--- config.mk ---
export PLATFORM = sky130hd
export DESIGN_NAME = etapa_busqueda
export DESIGN_NICKNAME = d
export VERILOG_FILES = /design/src/rtl/etapa_busqueda.sv
export SDC_FILE = /design/constraint.sdc
export NUM_CORES = 1
export LEC_CHECK = 0
export ABC_AREA = 0
export CORE_MARGIN = 5
export CORE_UTILIZATION = 35
export DETAILED_ROUTE_END_ITERATION = 6
export PLACE_DENSITY_LB_ADDON = 0.1
export SYNTH_ARGS = -nofsm -noshare
export SYNTH_HDL_FRONTEND = slang
export SYNTH_SLANG_ARGS = --single-unit
--- constraint.sdc ---
create_clock -name clk -period 2.8 [get_ports clk]
set_input_delay 0.84 -clock clk [delete_from_list [all_inputs] [get_ports clk]]
set_output_delay 0.84 -clock clk [all_outputs]
set_load 0.01 [all_outputs]
--- src/rtl/etapa_busqueda.sv ---
// Instruction-fetch stage: PC register, imem address and IF/ID pipeline register.
// Handles stall, taken-branch redirect with flush, and a saturating fetch counter.
module etapa_busqueda #(
  parameter int                     ANCHO_PC = 32,
  parameter logic [ANCHO_PC-1:0]    PC_RESET = '0
) (
  input  logic                clk,
  input  logic                rst_n,
  input  logic                Detener,
  input  logic                SaltoTomado,
  input  logic [ANCHO_PC-1:0] DirSalto,
  input  logic [31:0]         InstrIn,
  output logic [ANCHO_PC-1:0] DirInstr,
  output logic [31:0]         Instruccion_ID,
  output logic [5:0]          OpCode_ID,
  output logic [ANCHO_PC-1:0] PCmas4_ID,
  output logic                Valido_ID,
  output logic                Detenido,
  output logic [31:0]         ContInstr
);

  typedef enum logic [1:0] {
    INICIO,
    CORRIENDO,
    DETENIDO
  } estado_t;

  localparam logic [ANCHO_PC-1:0] MASCARA = ~ANCHO_PC'(3);
  localparam logic [ANCHO_PC-1:0] CUATRO  = ANCHO_PC'(4);

  estado_t             estado_q, estado_d;
  logic [ANCHO_PC-1:0] pc_q, pc_d;
  logic [31:0]         instr_q, instr_d;
  logic [ANCHO_PC-1:0] pcmas4_q, pcmas4_d;
  logic                valido_q, valido_d;
  logic [31:0]         cont_q, cont_d;
  logic [ANCHO_PC-1:0] pc_sig;

  assign pc_sig = pc_q + CUATRO;

  always_comb begin
    estado_d = estado_q;
    pc_d     = pc_q;
    instr_d  = instr_q;
    pcmas4_d = pcmas4_q;
    valido_d = valido_q;
    cont_d   = cont_q;
    unique case (estado_q)
      INICIO: begin
        estado_d = CORRIENDO;
      end
      CORRIENDO, DETENIDO: begin
        // The branch is older than the stalled decode word, so it wins.
        if (SaltoTomado) begin
          pc_d     = DirSalto & MASCARA;
          instr_d  = '0;
          pcmas4_d = '0;
          valido_d = 1'b0;
          estado_d = CORRIENDO;
        end else if (Detener) begin
          estado_d = DETENIDO;
        end else begin
          pc_d     = pc_sig;
          instr_d  = InstrIn;
          pcmas4_d = pc_sig;
          valido_d = 1'b1;
          cont_d   = (cont_q == '1) ? cont_q : cont_q + 32'd1;
          estado_d = CORRIENDO;
        end
      end
      default: begin
        estado_d = INICIO;
      end
    endcase
  end

  always_ff @(posedge clk or negedge rst_n) begin
    if (!rst_n) begin
      estado_q <= INICIO;
      pc_q     <= PC_RESET;
      instr_q  <= '0;
      pcmas4_q <= '0;
      valido_q <= 1'b0;
      cont_q   <= '0;
    end else begin
      estado_q <= estado_d;
      pc_q     <= pc_d;
      instr_q  <= instr_d;
      pcmas4_q <= pcmas4_d;
      valido_q <= valido_d;
      cont_q   <= cont_d;
    end
  end

  assign DirInstr       = pc_q;
  assign Instruccion_ID = instr_q;
  assign OpCode_ID      = instr_q[31:26];
  assign PCmas4_ID      = pcmas4_q;
  assign Valido_ID      = valido_q;
  assign Detenido       = (estado_q == DETENIDO);
  assign ContInstr      = cont_q;

endmodule

* Word level (Yosys, flattened, before mapping)
Cells that the tools add are included.
Storage, ports and cells: register bits after elaboration 131, input bits 68, output and inout port bits 136, word-level logic and storage cells 29
Operators by class: $add $sub $neg 2, equality and inequality tests 4, muxes and demuxes 10, bitwise logic cells 3, reduce and logical (&&, ||, !) cells 4
Operators by type and width (number):
- two-way mux 32 bit | 5
- adder 32 x 1 -> 32 bit, second input constant | 1
- adder 32 x 3 -> 32 bit, second input constant | 1
- equality test 32 bit, second input constant | 1
- two-way mux 2 bit | 2
- case mux 2 bit (2 select lines) | 1
- AND reduction 4 bit | 1
- NOT 1 bit | 3
- equality test 2 x 1 -> 1 bit, second input constant | 1
- equality test 2 bit, second input constant | 1
- logical NOT 2 bit | 1
- two-way mux 1 bit | 2
- inequality test 2 x 1 -> 1 bit, second input constant | 1
- AND reduction 2 bit | 1
- OR reduction 2 bit | 1

* Longest topological paths before layout
depth in word-level cells 3, mapped depth 8

* Worst setup path after synthesis
No wires, ideal clock.
kind input port to flip-flop, start input port Detener, end register cont_q[20], in the netlist ContInstr[20], setup time 0.079 ns, arrival time 2.494 ns, slack 0.226 ns, stages 7, buffers on the path 2, path through clkbuf_1 -> or3b_2 -> buf_2 -> nor4_4 -> nand3_1 -> nor3_1 -> xor2_1
Between the ends: cells in the longest elaborated chain, start to end 2
RTL lines:
- start: declaration | RTL line 9 | input logic Detener,
- NOT 1 bit (no source line)
- AND reduction 4 bit (no source line)
- end signal: assignment | RTL line 91 | cont_q <= cont_d;
- end: declaration | RTL line 36 | logic [31:0] cont_q, cont_d;
No other way between the ends. A chain may end at the register's enable or synchronous reset.

* Final worst setup path
start input port Detener, end register cont_q[22], in the netlist ContInstr[22]
Same word-level chain as after synthesis.

==> key figures <==
Run status
  • Run status: finished clean

Final layout
  • Syn-to-layout area delta: 46.7%
  • Layout cells sized above 1: 0.0973
  • NumNets Final: 924
  • Fin area: a little over 9000 um^2
  • Non-filler cells, final: between 1000 and 1500
  • Antenna cell count: 0
  • Final Util: 0.518

Logic synthesis
  • Top FF cell, synth: dfrtp_1
  • Cell Area, Synth: 6300 um^2
  • Avg Inst Size Synth: 9.80 um^2
  • Yosys reg bits: 128
  • Yosys warns: 0
  • Leading area contributor after synthesis: dfrtp_1
  • Post-synth EDFFs: 0
  • Count leader, synth: dfrtp_1
  • Distinct cells, synth: 57
  • Top cells by count, synth: dfrtp_1, nand2_1, o21ai_0
  • Area contributors post-synth: dfrtp_1, a22o_1, nand2_1
  • Top cell type's share of synthesized area: 0.508
  • Sequential fraction of the synthesis area: 0.508
  • Cells after Synth: 643
  • Async set or reset register ratio after synthesis: 1.00

Power and ir drop
  • Pwr Density: about 980 nW/um^2
  • Leakage power: between 3 and 4 nW
  • Worst vdd ir: 0.000491 V

Floorplanning
  • Core ar.: 17800 um^2
  • IO Pins: slightly above 200
  • Die area: 20800 um^2
  • Site row count: between 40 and 50
  • Die Wd: 144 um
  • Starting Density: 0.353
  • Die Y: 144 um

Timing
  • Skew final: 9.96 ps
  • Peak Freq: about 400 MHz
  • Unrepaired setup endpoints after global routing: no
  • Min Hold Slack: ~300 ps
  • Final Hold Fails: 0
  • Setup violations, final: 0
  • Max_slew headroom: 0.671
  • Slew Limit Fails: 0
  • Setup TNS: 0 ps
  • Worst-margin pin slew: 489 ps
  • Crit share post-route: 0.887
  • Crit path time final: 2480 ps

Worst setup path
  • Crit path max fanout: 4
  • RR Startpoint: DirInstr[5]$_DFFE_PN0P_
  • CP endpoint kind: register
  • Reg2reg setup slack: ~350 ps
  • WS Path Type: in -> reg
  • R2R cell count: 5
  • Req. time, crit path: 3140 ps
  • WP data arrival: 2820 ps
  • Crit path launch type: input port
  • R2R Path End: PCmas4_ID[31]$_DFFE_PN0P_

Route
  • Router iterations before antenna repair: 5
  • Antenna viol nets, final: 0
  • Vias per Instance: 5.36
  • DRC violations left: 0
  • Initial drt markers: 376
  • Routed WL: 19800 um
  • Vias: 5856
  • Average routed wire per standard cell: 18.2 um

Clock tree
  • Clock Path Buffers: 2
  • CTS tree: built
  • Clock Sinks: ~130
  • Clock slew seen by the registers of the worst setup and hold paths: 60 ps
  • Resized Gates After CTS: 0
  • Clk Latency, worst-skew pair: 420 ps
  • H-Tree Depth: 4
  • Root Driver: clkbuf_16
  • Post-CTS Setup Bufs: 0
  • Num CTS Buffers: 17
  • Cts hold-fix bufs: 0

Global route
  • Grt ovf: 0
  • Initial antenna violation count: 0
  • GRT Resource Usage Total: 0.193
  • Largest net degree at the start of global routing: 41
  • Vias in the first global route: a little under 6000
  • Global-route wire length before repair: 31500 um

Place
  • Hpwl dp: 14600 um
  • Port Buffers: about 200
  • RePlAce Congestion: approximately 0.87
  • Dpl cell area: just under 9000 um^2
  • Placed cell count: 1061

Hold path
  • Min-Delay Path Class: in -> async

Run
  • Max Cap Violations: 0
## layout by cell type, fill, tap and decap left out, types with 5 or more instances in the layout
cell               n
a21oi_1           27
a22o_1            39
xor2_1            21
nand2_1           74
clkdlybuf4s50_1  198
nor4_1             7
nand4_1           18
and3_1            13
and2_1             5
nor2_1            38
ha_1               5
buf_4             32
clkbuf_16         17
inv_1             16
nand3_1           31
o32ai_1            5
clkinvlp_4         6
dfrtp_1          128
o21ai_0           45
nor3_1            17
and4_1             6
xnor2_1           30
## state kept, by name, summed over array words and instances (netlist names)
register and flops:
ContInstr 32, Instruccion_ID 32, DirInstr 30, estado_q 2, PCmas4_ID 31, Valido_ID 1
## cells by family (layout without fill, tap and decap cells)
kind of cell	count (synthesis)	count (layout)	share of synthesized area
xor+xnor	51	51	0.0709
flops	128	128	0.508
compound gates	158	158	0.172
mux	4	4	0.00675
fa+ha+maj	5	5	0.00993
other cells	1	2	0.000595
simple gates	234	234	0.189
buf+inv	62	281	0.0431
## through the flow
stage | total power, mW | setup WS, ps
2_1_floorplan | 4.84 | 226
3_3_place_gp | 6.93 | -34.8
3_5_place_dp | 6.98 | -91.9
4_1_cts | 9.12 | 340
5_1_grt | 9.61 | 227
6_report | 9.02 | 315
## worst max-delay path, cell delays in order
cell and delay (ps):
clkdlybuf4s50_1 460, or3b_2 550, nor4_4 330, nand3_1 220, nor3_1 260, xnor2_1 150
## how the worst max path moves through the flow
stage / startpoint / to / slack [ps] / cells after the start
floorplan: Detener / ContInstr[20]$_DFFE_PN0P_ / 230 / 7
global placement: Detener / ContInstr[20]$_DFFE_PN0P_ / -30 / 6
detailed placement: Detener / ContInstr[22]$_DFFE_PN0P_ / -90 / 6
CTS: Detener / ContInstr[22]$_DFFE_PN0P_ / 340 / 6
global route: Detener / ContInstr[20]$_DFFE_PN0P_ / 230 / 6
finish: Detener / ContInstr[22]$_DFFE_PN0P_ / 320 / 6
## routing by layer
layer,GRT usage,routed length [um]
met5,0,0
met1,0.260,8990
met3,0.0632,1590
met4,0.0525,194
met2,0.301,9060
## final cells by class
| class | instances | area (um^2) |
|---|---|---|
| repair buffers | 234 | 2290 |
| clock inverters | 12 | 115 |
| inverters | 16 | 60.1 |
| clock buffers | 19 | 443 |
| well taps | 229 | 287 |
| multi-input cells | 454 | 2840 |
| flip-flops and latches | 128 | 3200 |
| fillers | 1617 | 8600 |
## power by group
group	switching, mW	internal [mW]
combinational	1.81	1.97
sequential	0.672	2.48
clock	0.842	1.24
No activity file was read; power rests on OpenSTA's default activity.
